<file path="src/rtl/uart_pkg.sv">
// Shared definitions for the 8N1 UART receiver and transmitter.
// Holds the frame constants, default bit period and FSM state encodings.
package uart_pkg;

   localparam int unsigned c_DATA_BITS   = 8;
   localparam int unsigned c_STOP_BITS   = 1;
   localparam int unsigned c_CPB_DEFAULT = 434;

   typedef enum logic [5:0] {
      S_IDLE      = 6'b000001,
      S_START     = 6'b000010,
      S_DATA      = 6'b000100,
      S_STOP      = 6'b001000,
      S_CLEANUP   = 6'b010000,
      S_WAIT_HIGH = 6'b100000
   } rx_state_e;

endpackage

</file>
<file path="src/rtl/uart_sync_2ff.sv">
// Generic two-flop synchroniser for a single asynchronous input.
// Reset value is a parameter so idle-high lines come out of reset idle.
module uart_sync_2ff
   import uart_pkg::*;
#(
   parameter logic c_RST_VAL = 1'b1
) (
   input  logic i_CLK,
   input  logic i_RST_N,
   input  logic i_D,
   output logic o_Q
);

   logic meta_q;
   logic sync_q;

   // Two-stage capture of the asynchronous input
   always_ff @(posedge i_CLK or negedge i_RST_N) begin
      if (!i_RST_N) begin
         meta_q <= c_RST_VAL;
         sync_q <= c_RST_VAL;
      end else begin
         meta_q <= i_D;
         sync_q <= meta_q;
      end
   end

   assign o_Q = sync_q;

endmodule

</file>
<file path="src/rtl/uart_rx.sv">
// 8N1 UART receiver: mid-bit start validation, centre sampling,
// stop-bit check with one-cycle data-valid or framing-error strobe.
module uart_rx
   import uart_pkg::*;
#(
   parameter int unsigned c_CYCLES_PER_BIT = c_CPB_DEFAULT
) (
   input  logic       i_CLK,
   input  logic       i_RST_N,
   input  logic       i_SERIAL_DATA,
   output logic [7:0] o_PARALLEL_DATA,
   output logic       o_RX_DV,
   output logic       o_RX_ACTIVE,
   output logic       o_FRAME_ERR
);

   localparam int unsigned c_CW = $clog2(c_CYCLES_PER_BIT);
   localparam logic [c_CW-1:0] c_LAST = c_CW'(c_CYCLES_PER_BIT - 1);
   localparam logic [c_CW-1:0] c_HALF = c_CW'((c_CYCLES_PER_BIT - 1) / 2);
   localparam logic [2:0] c_LAST_IDX = 3'(c_DATA_BITS - 1);

   logic            rx_s;
   rx_state_e       state_q, state_d;
   logic [c_CW-1:0] cnt_q, cnt_d;
   logic [2:0]      idx_q, idx_d;
   logic [7:0]      shreg_q, shreg_d;
   logic [7:0]      data_q, data_d;
   logic            dv_q, dv_d;
   logic            ferr_q, ferr_d;

   uart_sync_2ff #(.c_RST_VAL(1'b1)) u_sync (
      .i_CLK   (i_CLK),
      .i_RST_N (i_RST_N),
      .i_D     (i_SERIAL_DATA),
      .o_Q     (rx_s)
   );

   // State, counters, shift register and output strobes
   always_ff @(posedge i_CLK or negedge i_RST_N) begin
      if (!i_RST_N) begin
         state_q <= S_IDLE;
         cnt_q   <= '0;
         idx_q   <= '0;
         shreg_q <= '0;
         data_q  <= '0;
         dv_q    <= 1'b0;
         ferr_q  <= 1'b0;
      end else begin
         state_q <= state_d;
         cnt_q   <= cnt_d;
         idx_q   <= idx_d;
         shreg_q <= shreg_d;
         data_q  <= data_d;
         dv_q    <= dv_d;
         ferr_q  <= ferr_d;
      end
   end

   // Next-state, bit sampling and strobe generation
   always_comb begin
      state_d = state_q;
      cnt_d   = cnt_q;
      idx_d   = idx_q;
      shreg_d = shreg_q;
      data_d  = data_q;
      dv_d    = 1'b0;
      ferr_d  = 1'b0;
      case (state_q)
         S_IDLE: begin
            cnt_d = '0;
            idx_d = '0;
            if (!rx_s) state_d = S_START;
         end
         S_START: begin
            if (cnt_q == c_HALF) begin
               cnt_d   = '0;
               state_d = rx_s ? S_IDLE : S_DATA;
            end else begin
               cnt_d = cnt_q + 1'b1;
            end
         end
         S_DATA: begin
            if (cnt_q == c_LAST) begin
               cnt_d          = '0;
               shreg_d[idx_q] = rx_s;
               if (idx_q == c_LAST_IDX) begin
                  idx_d   = '0;
                  state_d = S_STOP;
               end else begin
                  idx_d = idx_q + 1'b1;
               end
            end else begin
               cnt_d = cnt_q + 1'b1;
            end
         end
         S_STOP: begin
            if (cnt_q == c_LAST) begin
               cnt_d = '0;
               if (rx_s) begin
                  data_d  = shreg_q;
                  dv_d    = 1'b1;
                  state_d = S_CLEANUP;
               end else begin
                  ferr_d  = 1'b1;
                  state_d = S_WAIT_HIGH;
               end
            end else begin
               cnt_d = cnt_q + 1'b1;
            end
         end
         S_CLEANUP: begin
            state_d = S_IDLE;
         end
         S_WAIT_HIGH: begin
            if (rx_s) state_d = S_IDLE;
         end
         default: begin
            state_d = S_IDLE;
            cnt_d   = '0;
            idx_d   = '0;
         end
      endcase
   end

   assign o_PARALLEL_DATA = data_q;
   assign o_RX_DV         = dv_q;
   assign o_FRAME_ERR     = ferr_q;
   assign o_RX_ACTIVE     = (state_q == S_START) ||
                            (state_q == S_DATA)  ||
                            (state_q == S_STOP);

endmodule

</file>
<file path="config.mk">
export PLATFORM = sky130hd
export DESIGN_NAME = uart_rx
export DESIGN_NICKNAME = d
export VERILOG_FILES = /design/src/rtl/uart_pkg.sv /design/src/rtl/uart_sync_2ff.sv /design/src/rtl/uart_rx.sv
export SDC_FILE = /design/constraint.sdc
export NUM_CORES = 1
export LEC_CHECK = 0
export CAP_MARGIN = 30
export CORE_MARGIN = 2
export CORE_UTILIZATION = 39
export DETAILED_ROUTE_END_ITERATION = 6
export HOLD_SLACK_MARGIN = 0.15
export PLACE_DENSITY = 0.63
export SYNTH_ARGS = -nofsm -noshare
export SYNTH_HDL_FRONTEND = slang
export SYNTH_HIERARCHICAL = 1
export SYNTH_SLANG_ARGS = --single-unit
</file>
<file path="constraint.sdc">
create_clock -name i_CLK -period 2.2 [get_ports i_CLK]
set_input_delay 0.44 -clock i_CLK [delete_from_list [all_inputs] [get_ports i_CLK]]
set_output_delay 0.44 -clock i_CLK [all_outputs]
set_load 0.01 [all_outputs]
</file>
==> summary.txt <==
Outcome
  • Status: finished with violations
  • Failing checks: negative setup slack

Yosys
  • Synth area leaders: dfrtp_1 (45%), mux2_2 (6.3%), dfstp_2 (4.0%)
  • Post-Synth Adder-Cell Area: about 3.2%
  • Top_reg_cell synth: dfrtp_1
  • Synthesized area: 1970 µm²
  • Syn_nets: 188
  • Post-synthesis register bit count: 38
  • Yosys cell types: 52
  • Synth top area share: 44.5%
  • Synthesis Warnings: 6
  • Synth Area in Compound Gates: 12.3%
  • XOR/XNOR Fraction of Synth Area: 1.34%
  • Cell taking the most area after synthesis: dfrtp_1
  • Mapped Avg Cell Area: 10.9 µm²
  • Sequential cell area fraction in the yosys report: 48.5%
  • Cell count after synthesis: 180
  • Mux cell area share after synthesis: 10.6%
  • EDFF count, synth: 0
  • Post-Synth Simple-Gate Area: about 19%
  • Ys async rst share: 100%
  • Largest family of logic cells by synthesized area: simple AND/OR/NAND/NOR gates

Power and ir drop
  • Final Power: between 1.5 and 2 mW
  • Switching part of the total: 33.7%
  • Internal power: about 1.3 mW
  • Worst vdd ir: 0.000499 V
  • Power Dens Cells: 817 nW/µm²
  • Clock power share: around 26%
  • Comb pwr share: approximately a third
  • Sequential share of power: 41.9%
  • Sw power: 0.661 mW
  • Leak: ~1.0 nW

Detailed routing
  • DRT iter0 DRCs: 82
  • Post-DR wirelength/cell: 14.3 µm
  • Via Count: 1,459
  • Final wirelength: 3910 µm
  • Routed Antenna Nets: 0
  • Vias/cell: 5.32
  • 1st-pass router iterations: 4
  • # DRC: 0

Clock network
  • CTS tree: built
  • Max Root-Sink Buffers: 2
  • Total CTS buffers: 5
  • Latest clock arrival within the worst-skew pair: roughly 0.29 ns
  • Clock transition at path regs: 0.07 ns
  • Clk sinks: 38
  • H-tree depth: 2
  • Clock tree root driver cell: clkbuf_8
  • Hold buffer count at CTS: 0

Global route
  • Total global routing overflow: 0
  • Number of global-route vias before repair: 1,399
  • All-Layer GR Usage: 16.0%
  • Initial antenna violation count: 0
  • First-pass GRT wire length: slightly below 7000 µm
  • Largest net degree at the start of global routing: 39

Finish
  • Layout Nets: between 200 and 250
  • Area of the multi-input gates: 963 µm²
  • Ant diodes: 0
  • Most common cell after layout, fill and taps aside: dfrtp_1
  • # fillers: 433
  • Final instance area: 2400 µm²
  • Layout area overhead: 21.9%
  • Most frequent cells in the layout: dfrtp_1 (34), buf_4 (17), mux2_2 (11), a21oi_1 (11), clkdlybuf4s50_1 (11)
  • Layout cells sized above 1: 29.5%
  • Sequential cell area: 956 µm²
  • Layout Utilization: 50.1%

Critical path
  • Critical Path AT: 2.40 ns
  • Crit path from: cnt_q[1]$_DFFE_PN0N_
  • Worst r2r src: cnt_q[1]$_DFFE_PN0N_
  • Crit Path Class: register to register
  • Max FO, Critical Path: 5
  • Worst Path Required: 2.38 ns
  • Worst setup EP type: register
  • CP Launch Type: register

STA
  • Final period util: 101%
  • Tightest Pin Transition: around 0.84 ns
  • Hold WS: 0.249 ns
  • Max-slew violation count: 0
  • Final WS setup: -0.0284 ns
  • Clk_skew: 0.00398 ns
  • Setup violation total in the final timing report: 2
  • Final Hold Fails: 0
  • Unrepaired setup endpoints after global routing: yes
  • Slew margin rel.: 44.0%
  • Min Tclk post-route: 2.23 ns
  • Max Freq: 449 MHz

Floorplanning
  • Die Wd: ~75 µm
  • Die area: 5630 µm²
  • Core Area: between 4000 and 5000 µm²
  • Die height: 75.0 µm
  • # rows: 25
  • Initial Util: 41.1%
  • Io pins: 14

Place
  • Cell Area, Placed: 2240 µm²
  • DP Wirelength: approximately 2700 µm
  • Count of input and output buffers: 13
  • Final RePlAce weighted congestion: 0.834

Worst hold path
  • Hold crit path type: primary input to asynchronous set/reset pin

Run
  • Max_cap viols: 0
[logic make-up after synthesis]
logic type | count (synthesis)
fa+ha+maj | 5
mux | 18
xor+xnor | 3
flops | 38
simple gates | 62
buf+inv | 20
compound gates | 34
[critical path, stage by stage (launching register included)]
cell      delay (ns)
dfrtp_1         0.39
inv_2           0.06
ha_1            0.13
or4bb_4         0.49
nor4_4          0.36
nand2b_4        0.14
nor3b_4         0.23
mux2_4          0.32
[registers in the layout (all words and copies together) (netlist names)]
name             count
state_q              6
o_RX_DV              1
o_FRAME_ERR          1
u_sync/o_Q           1
o_PARALLEL_DATA      8
u_sync/meta_q        1
cnt_q                9
idx_q                3
shreg_q              8
[metal layers]
| layer | track usage, % | wire length (µm) | up-vias |
|---|---|---|---|
| met3 | 3.21 | 179 | 6 |
| li1 | - | - | 703 |
| met1 | 22.6 | 1820 | 707 |
| met4 | 6.35 | 53 | 0 |
| met5 | 0 | 0 | - |
| met2 | 24.1 | 1860 | 43 |
[stage by stage]
| stage | setup WS (ns) | setup TNS, ns | std cells |
|---|---|---|---|
| floorplan | 0.0533 | 0 | 180 |
| global placement | 0.0354 | 0 | 263 |
| detailed placement | -0.0438 | -0.0754 | 263 |
| CTS | 0.0183 | 0 | 271 |
| global route | -0.135 | -0.761 | 274 |
| finish | -0.0284 | -0.0334 | 274 |
[area by class of cell]
cell class,instances,area share [%]
multi-input combinational,122,40.1
inverter,8,1.25
clock buffer,6,3.44
clock inverter,2,0.521
sequential,38,39.8
tap,67,3.49
timing repair buffer,31,11.3
[power by group through the flow]
stage,clock network [mW],logic [mW],registers [mW]
finish,0.501,0.640,0.821
detailed placement,0,0.625,0.827
global placement,0,0.609,0.822
CTS,0.517,0.625,0.820
global route,0.550,0.714,0.831
floorplan,0,0.451,0.784
[worst paths after layout]
kind,cells past startpoint,slack [ns],to
setup / recovery,7,-0.03,shreg_q[2]$_DFFE_PN0P_
min in group i_CLK,0,0.36,u_sync/o_Q$_DFF_PN1_
hold reg to reg,0,0.36,u_sync/o_Q$_DFF_PN1_
setup reg to reg,7,-0.03,shreg_q[2]$_DFFE_PN0P_
max in group asynchronous,1,1.37,state_q[2]$_DFFE_PN0P_
hold / removal,1,0.25,cnt_q[2]$_DFFE_PN0N_
[cell usage after synthesis, drive strengths merged (2+ instances only)]
library cell / number
a21oi: 11
a22o: 2
a31oi: 2
and3: 2
buf: 5
clkbuf: 6
dfrtp: 35
dfstp: 3
ha: 5
inv: 8
mux2: 16
mux2i: 2
nand2: 10
nand2b: 3
nand3: 8
nand3b: 4
nand4: 4
nand4b: 2
nor2: 11
nor2b: 2
nor3: 4
nor3b: 2
nor4: 4
o21ai: 5
o22ai: 2
o31ai: 3
or2: 2
xnor2: 2
[what timing repair did]
action,4_1_cts,5_1_grt
resized for setup,4,8
pin swaps,1,4
setup buffers,0,3
endpoints found under the setup margin,4,18
No activity file was read; power rests on OpenSTA's default activity.
